`config.mk`:
```
export PLATFORM = sky130hd
export DESIGN_NAME = pipeline_hazard_ctrl
export DESIGN_NICKNAME = d
export VERILOG_FILES = /design/src/rtl/lc3b_types.sv /design/src/rtl/load_use_detect.sv /design/src/rtl/pipeline_hazard_ctrl.sv
export SDC_FILE = /design/constraint.sdc
export NUM_CORES = 1
export LEC_CHECK = 0
export ABC_CLOCK_PERIOD_IN_PS = 2000
export CORE_AREA = 2 2 67 69
export CTS_BUF_LIST = sky130_fd_sc_hd__clkbuf_4
export DETAILED_ROUTE_END_ITERATION = 8
export DIE_AREA = 0 0 69 71
export PLACE_DENSITY = 0.9
export SLEW_MARGIN = 20
export SYNTH_ARGS = -nofsm -noshare
export SYNTH_HDL_FRONTEND = slang
export SYNTH_HIERARCHICAL = 1
export SYNTH_SLANG_ARGS = --single-unit
```
`constraint.sdc`:
```
create_clock -name clk -period 2 [get_ports clk]
set_input_delay 0.2 -clock clk [delete_from_list [all_inputs] [get_ports clk]]
set_output_delay 0.2 -clock clk [all_outputs]
set_load 0.02 [all_outputs]
```
`src/rtl/lc3b_types.sv`:
```
// Shared LC-3b type definitions: register index, data word and the
// pipeline controller's fetch-squash FSM state.
package lc3b_types;

   typedef logic [2:0]  lc3b_reg;
   typedef logic [15:0] lc3b_word;

   typedef enum logic {RUN, SQUASH} lc3b_pctrl_state;

endpackage

```
`src/rtl/load_use_detect.sv`:
```
// Combinational load-use hazard detector: flags an ID-stage instruction that
// reads the destination of a load still sitting in ID/EX.
module load_use_detect
   import lc3b_types::*;
(
   input  logic    ex_load,
   input  lc3b_reg ex_dest,
   input  lc3b_reg id_sr1,
   input  lc3b_reg id_sr2,
   input  logic    id_uses_sr1,
   input  logic    id_uses_sr2,
   output logic    luse
);

   always_comb begin
      luse = ex_load & ((id_uses_sr1 & (id_sr1 == ex_dest)) |
                        (id_uses_sr2 & (id_sr2 == ex_dest)));
   end

endmodule

```
`src/rtl/pipeline_hazard_ctrl.sv`:
```
// Stall/flush controller for the 5-stage LC-3b pipeline: drives PC and
// inter-stage load/flush strobes, squashes wrong-path fetches, counts events.
module pipeline_hazard_ctrl
   import lc3b_types::*;
#(
   parameter int unsigned CNT_W = 16
) (
   input  logic             clk,
   input  logic             reset_n,
   input  logic             ifetch_resp,
   output logic             ifetch_req,
   input  logic             dmem_req,
   input  logic             dmem_resp,
   input  lc3b_reg          id_sr1,
   input  lc3b_reg          id_sr2,
   input  logic             id_uses_sr1,
   input  logic             id_uses_sr2,
   input  logic             ex_load,
   input  lc3b_reg          ex_dest,
   input  logic             mem_br_taken,
   output logic             pc_load,
   output logic             if_id_load,
   output logic             id_ex_load,
   output logic             ex_mem_load,
   output logic             mem_wb_load,
   output logic             if_id_flush,
   output logic             id_ex_flush,
   output logic             ex_mem_flush,
   output logic [CNT_W-1:0] stall_cycles,
   output logic [CNT_W-1:0] flush_events
);

   lc3b_pctrl_state  state_q, state_d;
   logic [CNT_W-1:0] stall_cycles_q, stall_cycles_d;
   logic [CNT_W-1:0] flush_events_q, flush_events_d;
   logic             luse, dstall, istall, redirect;

   load_use_detect u_load_use_detect (
      .ex_load     (ex_load),
      .ex_dest     (ex_dest),
      .id_sr1      (id_sr1),
      .id_sr2      (id_sr2),
      .id_uses_sr1 (id_uses_sr1),
      .id_uses_sr2 (id_uses_sr2),
      .luse        (luse)
   );

   always_comb begin
      dstall   = dmem_req & ~dmem_resp;
      istall   = ~ifetch_resp | (state_q == SQUASH);
      redirect = 1'b0;
      state_d  = state_q;

      pc_load      = 1'b1;
      if_id_load   = 1'b1;
      id_ex_load   = 1'b1;
      ex_mem_load  = 1'b1;
      mem_wb_load  = 1'b1;
      if_id_flush  = 1'b0;
      id_ex_flush  = 1'b0;
      ex_mem_flush = 1'b0;

      if (dstall) begin
         pc_load     = 1'b0;
         if_id_load  = 1'b0;
         id_ex_load  = 1'b0;
         ex_mem_load = 1'b0;
         mem_wb_load = 1'b0;
      end else if (mem_br_taken) begin
         redirect     = 1'b1;
         if_id_flush  = 1'b1;
         id_ex_flush  = 1'b1;
         ex_mem_flush = 1'b1;
         // A fetch still outstanding after the redirect returns wrong-path data.
         state_d      = ifetch_resp ? RUN : SQUASH;
      end else begin
         if (luse) begin
            pc_load     = 1'b0;
            if_id_load  = 1'b0;
            id_ex_flush = 1'b1;
         end else if (istall) begin
            pc_load     = 1'b0;
            if_id_flush = 1'b1;
         end
         // Any response in SQUASH is the wrong-path word and is dropped.
         if (state_q == SQUASH && ifetch_resp) state_d = RUN;
      end

      stall_cycles_d = stall_cycles_q;
      if (!pc_load && stall_cycles_q != {CNT_W{1'b1}}) begin
         stall_cycles_d = stall_cycles_q + CNT_W'(1);
      end
      flush_events_d = flush_events_q;
      if (redirect && flush_events_q != {CNT_W{1'b1}}) begin
         flush_events_d = flush_events_q + CNT_W'(1);
      end

      ifetch_req = reset_n;
      if (!reset_n) begin
         pc_load      = 1'b0;
         if_id_load   = 1'b0;
         id_ex_load   = 1'b0;
         ex_mem_load  = 1'b0;
         mem_wb_load  = 1'b0;
         if_id_flush  = 1'b0;
         id_ex_flush  = 1'b0;
         ex_mem_flush = 1'b0;
      end
   end

   always_ff @(posedge clk or negedge reset_n) begin
      if (!reset_n) begin
         state_q        <= RUN;
         stall_cycles_q <= '0;
         flush_events_q <= '0;
      end else begin
         state_q        <= state_d;
         stall_cycles_q <= stall_cycles_d;
         flush_events_q <= flush_events_d;
      end
   end

   assign stall_cycles = stall_cycles_q;
   assign flush_events = flush_events_q;

endmodule

```
==> impl_results.md, run 1 <==
- Die area: 0.004899 mm2
- CTS H-tree depth: 2
- Die H: 71 um
- TNS Setup: 0 ns
- Largest net degree at the start of global routing: 17
- Post-synth cell types: 38
- R2R depth: 5
- Total of max-cap violations: 0
- Pre-CTS setup slack: -0.3730 ns
- Layout cell share with drive strength beyond 1: a little under a fifth
- Register area: 825.8 um2
- Worst setup path startpoint: ex_dest[2]
- P_int: roughly 1.5 mW
- Via count: about 1.6k
- Crit path max-delay family: buffers and inverters
- Status: completed
- Power Density: 915.5 mW/mm2
- CTS root buffer: clkbuf_4
- Clk_lat worst skew: 0.33 ns
- Initial Util: 45.54%
- Peak VDD IR: approximately 0.74 mV
- Leak Pwr: 1.172 nW
- R2R Setup Slk: 0.15 ns
- Synthesized flop and latch total: 33
- First-pass GRT wire length: 7755 um
- # IOs: 59
- Drt pass-1 iters: 4
- Worst-path cell chain: clkdlybuf4s50_1 > xnor2_1 > nand4_1 > a21boi_2 > nor3b_1 > o21a_1 > buf_4 > buf_12 > nor2_2 > mux2_4
- Worst setup EP type: register
- Routed WL: 4535 um
- Initial antenna violation count: 0
- Max Slew Vio Count: 0
- Comb pwr share: approximately two fifths
- CTS tree: yes
- Worst setup margin: 0.08869 ns
- Multi-input logic area: 0.001067 mm2
- Setup bufs post-CTS: 0
- Max Clk Rate: 0.5232 GHz
- Sw Share: around two fifths
- Number of fill cells: 348
- Placed wire-length estimate: 3563 um
- Critical-path cell with the highest stage delay: clkdlybuf4s50_1
- Post-cts hold buffer count: 0
- Layout net count: between 200 and 300
- Vias in the first global route: 1654
- RePlAce Congestion: between 0.8 and 0.9
- Final Hold Vio Count: 0
- GRT Overall Usage: about a fifth
- Antenna-violating nets left: 0
- Slew HR: 71.19%
- Seq/Total Area, Yosys: 43.14%
- Slew @ Worst Pin: 0.4290 ns
- Initial DRC Count: 142
- Worst hold path type: in -> async
- Net Count, Synth: 197
- Antenna fix cells: 0
- Design area: 0.002716 mm2
- Vias/cell: 5.384
- Worst Setup Start Kind: primary input
- Max FO, Critical Path: 5
- Final core occ: 64.61%
- WP data arrival: 2.13 ns
- Die width: 69 um
- Crit path largest cell delay: 0.51 ns
- CTS Buf Count: 5
- DR WL/cell: 15.02 um
- Final setup violation count: 0
- Final period util: a little over nine tenths
- FP Rows: 24
- Power, Total: 2.487 mW
- Synthesized cell area: about 0.0019 mm2
- Congestion Overflow GR: 0
- Clock transition at path regs: about 0.10 ns
- Sequential group share of total power: 43.7%
- RR Startpoint: flush_events[0]
- Unrepaired setup endpoints after global routing: no
- Yosys synthesis warning count: 6
- Clock Path Buffers: 2
- P&R area growth vs syn: 41.90%
- Clock power share: 14.2%
- WP depth: 10
- # clock sinks: 33
- CORE AREA: ~0.0042 mm2
- Post-Place Cell Area: 0.002640 mm2
- Crit path kind: in -> reg
- PortBufs: between 50 and 60
- Mean Syn Cell Area: between 10 and 15 um2
- Worst R2R End: flush_events[1]
- Critical path required time: roughly 2.2 ns
- Cell count after synthesis: 177
- Post-layout min period: 1.911 ns
- Clock Skew: 0.01098 ns
- Worst path bufs/invs: 3
- NetSw: around 1000 uW
- Drt drc: 0
## how the worst max path moves through the flow
stage,slack [ns],end
floorplan,0.14,flush_events[1]
global placement,-0.30,pc_load
detailed placement,-0.37,stall_cycles[15]
CTS,0.03,stall_cycles[15]
global route,0.007,pc_load
finish,0.09,stall_cycles[1]
## state kept, by name, indices dropped and copies added, names as in the netlist
name and cells:
stall_cycles 16, state_q 1, flush_events 16
## Yosys cell counts (all sizes together)
library cell | count | area (um2)
a21boi | 1 | 7.510
a21oi | 2 | 10.01
a22oi | 1 | 7.510
a311oi | 1 | 8.760
a31oi | 3 | 18.77
and2 | 3 | 18.77
and3 | 2 | 12.51
and4 | 2 | 17.52
buf | 7 | 45.04
dfrtp | 33 | 825.8
ha | 2 | 25.02
inv | 5 | 18.77
mux2 | 4 | 52.55
nand2 | 9 | 33.78
nand2b | 2 | 15.02
nand3 | 10 | 55.05
nand3b | 1 | 7.510
nand4 | 14 | 106.4
nor2 | 9 | 36.29
nor3 | 8 | 40.04
nor3b | 4 | 30.03
nor4 | 10 | 142.6
nor4b | 3 | 38.79
o21a | 1 | 7.510
o21ai | 4 | 20.02
or2 | 2 | 12.51
or4 | 1 | 11.26
xnor2 | 10 | 87.58
xor2 | 23 | 201.4
## layer usage
layer  vias up  wire, um  track usage (%)
met5         -         0                0
met4         0       104            7.407
met3         9       247            5.556
met2        49      2365            35.47
met1       786      1818            22.64
li1        782         -                -
## placed cells by master, fill, tap and decap left out, types with 8 or more instances in the layout
master / instances
buf_4: 14
clkdlybuf4s50_1: 52
dfrtp_1: 33
nand2_1: 9
nand3_1: 9
nand4_1: 11
nor2_1: 8
nor3_1: 8
xnor2_1: 10
xor2_1: 23
## stage by stage
stage | hold slack, ns | std cells
detailed placement | 0.5061 | 295
finish | 0.3195 | 302
CTS | 0.3158 | 302
global route | 0.3297 | 302
floorplan | -0.09559 | 177
global placement | 0.4807 | 295
## power by group through the flow
stage / Sequential (mW) / Combinational, mW / Clock [mW]
after floorplan: 1.23 / 0.365 / 0
after global placement: 1.08 / 1.02 / 0
after detailed placement: 1.09 / 1.05 / 0
after CTS: 1.09 / 1.05 / 0.368
after global routing: 1.12 / 1.12 / 0.400
final: 1.09 / 1.05 / 0.354
## final cells by class
type / count / share of cell area, %
Clock buffer: 6 / 1.658
Clock inverter: 1 / 0.1382
Inverter: 5 / 0.6909
Multi-Input combinational cell: 132 / 39.29
Sequential cell: 33 / 30.40
Tap cell: 52 / 2.395
Timing Repair Buffer: 73 / 25.43
## cell families after synthesis
kind of cell	synth area share, %
simple gates	30.20
compound gates	4.184
buf+inv	3.333
fa+ha+maj	1.307
mux	2.745
xor+xnor	15.10
flops	43.14
## timing repair
item / 4_1_cts / 5_1_grt
resized for setup: 10 / 9
setup endpoints to repair: 5 / 7
pin swaps: 1 / 5
Note: power is estimated with default switching activity, not from simulation.
==> run 2, diff against run 1 <==
ABC_CLOCK_PERIOD_IN_PS = 2450   (was 2000)
CORE_AREA = 2 2 64 66   (was 2 2 67 69)
DIE_AREA = 0 0 66 68   (was 0 0 69 71)
PLACE_DENSITY = 0.95   (was 0.9)
clock period = 2.45 ns   (was 2 ns; I/O delays follow)
==> run 2 against run 1 <==
Setup slack improved by 0.086 ns. Combinational power decreased by 21%. Total power decreased by 20%. Global-route usage increased by 2.7 points. Critical endpoint is now pc_load. Largest power group unchanged. Design area decreased by 3.3%.
==> impl_results.md, run 2 (synthesis gave the netlist of run 1 again) <==
- CORE AREA: 0.003856 mm2
- Leak Pwr: 1.126 nW
- CTS Buf Count: 5
- Antenna fix cells: 0
- Clk_lat worst skew: 0.34 ns
- Worst path bufs/invs: 2
- Routed WL: about 4500 um
- Placed wire-length estimate: 3485 um
- Crit path largest cell delay: 0.46 ns
- Power, Total: 1.984 mW
- Most frequent cells in the layout: clkdlybuf4s50_1, dfrtp_1, xor2_1, nand4_1, xnor2_1
- First-pass GRT wire length: 7527 um
- Post-layout min period: approximately 2.3 ns
- FP Rows: 23
- Initial Util: 49.64%
- Worst R2R End: flush_events[1]
- Slew HR: 72.14%
- Clock Skew: about 0.0068 ns
- Worst hold path type: in -> async
- R2R depth: 5
- Largest net degree at the start of global routing: 17
- PortBufs: 58
- Crit path max-delay family: buffers and inverters
- Layout net count: 264
- Vias in the first global route: 1593
- Initial antenna violation count: 0
- Worst setup EP type: output pin
- Peak VDD IR: 0.6357 mV
- Commonest non-fill, non-tap cell in the layout: clkdlybuf4s50_1
- Drt pass-1 iters: 4
- Die H: 68 um
- CTS H-tree depth: 2
- Via count: 1641
- Layout cell share with drive strength beyond 1: 15.23%
- Highest routed layer: met4
- WL met1: 1794 um
- # clock sinks: 33
- WP data arrival: 2.03 ns
- CTS root buffer: clkbuf_4
- TNS Setup: 0 ns
- RR Startpoint: flush_events[0]
- Crit path kind: in -> out
- Critical path required time: between 2 and 2.5 ns
- RePlAce Congestion: 0.7865
- R2R Setup Slk: 0.54 ns
- Worst Setup Start Kind: primary input
- Initial DRC Count: around 120
- Unrepaired setup endpoints after global routing: no
- Critical-path cell with the highest stage delay: clkdlybuf4s50_1
- CTS tree: yes
- # IOs: slightly below 60
- Number of fill cells: approximately 320
- Status: completed
- Metal2 WL: 2359 um
- Vias/cell: 5.601
- Total of max-cap violations: 0
- Clock transition at path regs: 0.09 ns
- Drt drc: 0
- Final Hold Vio Count: 0
- DR WL/cell: around 15 um
- Final setup violation count: 0
- Antenna-violating nets left: 0
- Clock Path Buffers: 2
- GRT Overall Usage: 22.51%
- Post-Place Cell Area: about 0.0026 mm2
- Max Clk Rate: 0.4396 GHz
- Final period util: just over 90%
- Slew @ Worst Pin: 0.4148 ns
- P&R area growth vs syn: 37.19%
- Die width: 66 um
- Power Density: between 700 and 800 mW/mm2
- Max FO, Critical Path: 2
- Design area: 0.002626 mm2
- Worst-path cell chain: clkdlybuf4s50_1 > xnor2_1 > nand4_1 > a21boi_1 > nor3b_1 > o21a_1 > and2_1 > dlygate4sd2_1
- Congestion Overflow GR: 0
- Die area: ~0.0045 mm2
- Max Slew Vio Count: 0
- Setup bufs post-CTS: 0
- Routed wl met3: ~280 um
==> run 2: cell count changes in the layout (fill, tap and decap cells not counted), moves of 2 or more <==
cell,before,now
buf_4,14,9
nor4_2,4,8
nor4_4,6,2
clkdlybuf4s50_1,52,55
clkbuf_2,2,0
==> run 2: worst reg2reg max path, stage by stage, from the launching register on <==
cell and delay (ns):
dfrtp_1 0.43, ha_1 0.30, nand4_2 0.19, nor4_4 0.35, a31oi_1 0.21, mux2_4 0.33
==> run 2: routing by layer <==
metal	vias up	GRT usage, %
li1	769	-
met1	795	25.82
met2	63	40.91
met3	14	4.770
met4	0	9.439
met5	-	0
==> run 2: per-stage QoR <==
stage / hold slack [ns] / worst slack, ns / cells / util, %
after floorplan: -0.05059 / 0.5881 / 177 / -
after global routing: 0.4785 / 0.07491 / 293 / 68.11
after CTS: 0.4618 / 0.08519 / 293 / 67.98
after global placement: 0.4784 / 0.06610 / 287 / 66.90
after detailed placement: 0.4967 / 0.002135 / 287 / 66.90
final: 0.4612 / 0.1751 / 293 / 68.11
==> run 2: cell type report <==
cell class,count,area (um2),share of cell area (%)
Clock inverter,1,5.005,0.1906
Clock buffer,5,37.54,1.429
Tap cell,50,62.56,2.382
Multi-Input combinational cell,132,1025,39.02
Timing Repair Buffer,67,651.9,24.82
Sequential cell,33,825.8,31.44
Inverter,5,18.77,0.7146
==> run 2: worst max path at each step <==
stage                          from  slack (ns)               end  cells after the start
detailed placement       ex_dest[0]       0.002  stall_cycles[15]                      9
finish                   ex_dest[0]        0.18           pc_load                      8
CTS                      ex_dest[0]        0.09       id_ex_flush                      8
floorplan           flush_events[0]        0.59   flush_events[1]                      5
global placement         ex_dest[1]        0.07           pc_load                      8
global route             ex_dest[0]        0.07           pc_load                      8
==> run 2: power by group <==
group	internal, mW	leakage [nW]	switching, mW
clock	0.0992	0.0269	0.172
sequential	0.675	0.417	0.213
combinational	0.422	0.683	0.404
total	1.20	1.13	0.789
==> run 2: timing repair <==
action | 4_1_cts | 5_1_grt
setup endpoints to repair | 1 | 2
pin swaps | 0 | 0
hold buffers | 0 | 0
resized for setup | 1 | 2
==> run 3, diff against run 2 <==
ABC_CLOCK_PERIOD_IN_PS = not set   (was 2450)
CORE_AREA = 2 2 63 65   (was 2 2 64 66)
DIE_AREA = 0 0 65 67   (was 0 0 66 68)
SYNTH_HIERARCHICAL = not set   (was 1)
==> run 3 against run 2 <==
First-iteration DRC count decreased by 65%. Total power decreased by 9.6%. Utilization increased by 2.4 points. Routed wire length decreased by 4.5%. Synthesized cell count decreased by 3.4%. Setup slack improved by 0.010 ns. Die area decreased by 3.0%. Largest power group unchanged.
==> impl_results.md, run 3 <==
- Critical path required time: 2.20 ns
- WP depth: 7
- Post-synth EDFFs: 0
- Net Count, Synth: between 150 and 200
- Leak Pwr: 1.106 nW
- Clock Skew: 0.01672 ns
- Layout net count: 257
- WP data arrival: just over 2 ns
- Initial DRC Count: 42
- PortBufs: 58
- Yosys top cell area share: 45.52%
- Synth area leaders: dfrtp_1, xor2_1, xnor2_1, nand2_1, nand4_1
- Post-synth top cells: dfrtp_1, xor2_1, nand2_1
- TNS Setup: 0 ns
- P&R area growth vs syn: 40.07%
- Clock Path Buffers: 2
- RR Startpoint: stall_cycles[0]
- CORE AREA: 0.003606 mm2
- Prevailing post-synth register cell: dfrtp_1
- Most frequent cells in the layout: clkdlybuf4s50_1, dfrtp_1, xor2_1, nand2_1, xnor2_1
- Congestion Overflow GR: 0
- First-pass GRT wire length: 7079 um
- Initial antenna violation count: 0
- Yosys synthesis warning count: 0
- Status: completed
- Design area: 0.002541 mm2
- # clock sinks: 33
- CTS root buffer: clkbuf_4
- Clock transition at path regs: 0.11 ns
- Crit path max-delay family: buffers and inverters
- Unrepaired setup endpoints after global routing: no
- Register area: 825.8 um2
- R2R depth: 6
- Final core occ: 70.47%
- Vias/cell: 5.381
- Slew HR: 63.31%
- Total of max-cap violations: 0
- Commonest non-fill, non-tap cell in the layout: clkdlybuf4s50_1
- Max Clk Rate: 0.4416 GHz
- Die width: 65 um
- FP Rows: 22
- GRT Overall Usage: 21.53%
- Slew @ Worst Pin: 0.5446 ns
- Final setup violation count: 0
- Routed WL: 4321 um
- Vias in the first global route: 1486
- Yosys top cell by area: dfrtp_1
- Max FO, Critical Path: 2
- Antenna fix cells: 0
- Crit path largest cell delay: 0.48 ns
- End point of the critical path: id_ex_flush
- Synthesized cell area: 0.001814 mm2
- Critical-path cell with the highest stage delay: clkdlybuf4s50_1
- Power Density: a little over 700 mW/mm2
- DR WL/cell: 15.11 um
- Most numerous cell in the Yosys netlist: dfrtp_1
- Worst setup margin: 0.1854 ns
- Worst hold path type: in -> async
- Worst setup EP type: output pin
- Share of async-settable or async-resettable flops after synthesis: 100.0%
- # IOs: 59
- Crit path kind: in -> out
- CTS Buf Count: 5
- RePlAce Congestion: between 0.8 and 0.9
- Worst path bufs/invs: 3
- Initial Util: 50.31%
- Cell count after synthesis: roughly 170
- R2R Setup Slk: 0.44 ns
- Final Hold Vio Count: 0
- Die H: 67 um
- Number of fill cells: 278
- Worst-path cell chain: clkdlybuf4s50_1 > xor2_2 > nor4b_2 > o21ai_1 > buf_4 > a21oi_1 > dlygate4sd2_1
- Final period util: between 90 and 100%
- Largest net degree at the start of global routing: 24
- Post-synth cell types: 36
- Antenna-violating nets left: 0
- Worst setup path startpoint: ex_dest[2]
- Power, Total: 1.794 mW
- Peak VDD IR: between 0.5 and 0.6 mV
- Post-layout min period: 2.265 ns
- Synthesized flop and latch total: 33
- Die area: 0.004355 mm2
- CTS H-tree depth: 2
- Worst Setup Start Kind: primary input
- CTS tree: yes
- Multi-input logic area: just under 0.001 mm2
- Post-Place Cell Area: 0.002462 mm2
- Drt pass-1 iters: 4
- Placed wire-length estimate: 3290 um
- Clk_lat worst skew: between 0.3 and 0.4 ns
- Drt drc: 0
- Max Slew Vio Count: 0
- Via count: 1539
- Pre-CTS setup slack: -0.1935 ns
- Mean Syn Cell Area: roughly 11 um2
- Seq/Total Area, Yosys: 45.52%
- Post-cts hold buffer count: 0
- Worst R2R End: stall_cycles[1]
- Layout cell share with drive strength beyond 1: 11.76%
## run 3: changes by cell type after synthesis, sizes merged, moves of 3 or more
cell	before	now
buf	7	4
nand3	10	5
nor3	8	5
nand4	14	7
a31oi	3	0
and3	2	6
nand2	9	16
## run 3: worst min-delay path by stage
stage | from | endpoint | slack (ns)
after detailed placement | flush_events[7] | flush_events[7] | 0.48
after CTS | reset_n | flush_events[13] | 0.30
final | reset_n | flush_events[13] | 0.29
after floorplan | reset_n | flush_events[0] | -0.05
after global routing | reset_n | flush_events[13] | 0.31
after global placement | flush_events[7] | flush_events[7] | 0.47
## run 3: report_power, final
group	internal [mW]	total, mW	switching, mW
Combinational	0.355	0.690	0.336
Clock	0.120	0.305	0.185
Sequential	0.654	0.799	0.145
## run 3: routing by layer
layer  track usage (%)  share of wire [%]  up-vias
met3             5.236                5.1        5
li1                  -                  -      742
met5                 0                  0        -
met2             38.02                 51       45
met1             25.43                 43      747
met4             7.713               0.95        0
## run 3: timing repair
action | 4_1_cts | 5_1_grt
resized for setup | 9 | 0
hold endpoints to repair | 0 | 0
setup endpoints to repair | 4 | 0
buffers inserted | 0 | 0
## run 3: cell type report
type | instances | share of cell area (%)
multi-input combinational | 129 | 37.96
sequential | 33 | 32.50
tap | 48 | 2.363
inverter | 4 | 0.5908
timing repair buffer | 64 | 24.42
clock inverter | 2 | 0.3939
clock buffer | 6 | 1.773
## run 3: kinds of logic (layout without fill, tap and decap cells)
logic type	count (synthesis)	in the layout	share of synthesized area, %
xor+xnor	35	35	16.90
compound gates	12	12	5.724
mux	3	3	1.862
simple gates	77	77	25.72
buf+inv	9	76	2.896
fa+ha+maj	2	2	1.379
flops	33	33	45.52
## run 3: worst reg2reg max path, cell delays in order (launching register included)
cell and delay [ns]:
dfrtp_1 0.41, ha_1 0.20, nand2_1 0.11, or4_4 0.48
o21ai_4 0.22, or2_2 0.17, mux2_1 0.32
## run 3: per-stage QoR
step,std cells,hold slack (ns)
after global routing,286,0.3140
final,286,0.2892
after global placement,278,0.4708
after detailed placement,278,0.4798
after floorplan,171,-0.05059
after CTS,286,0.3022
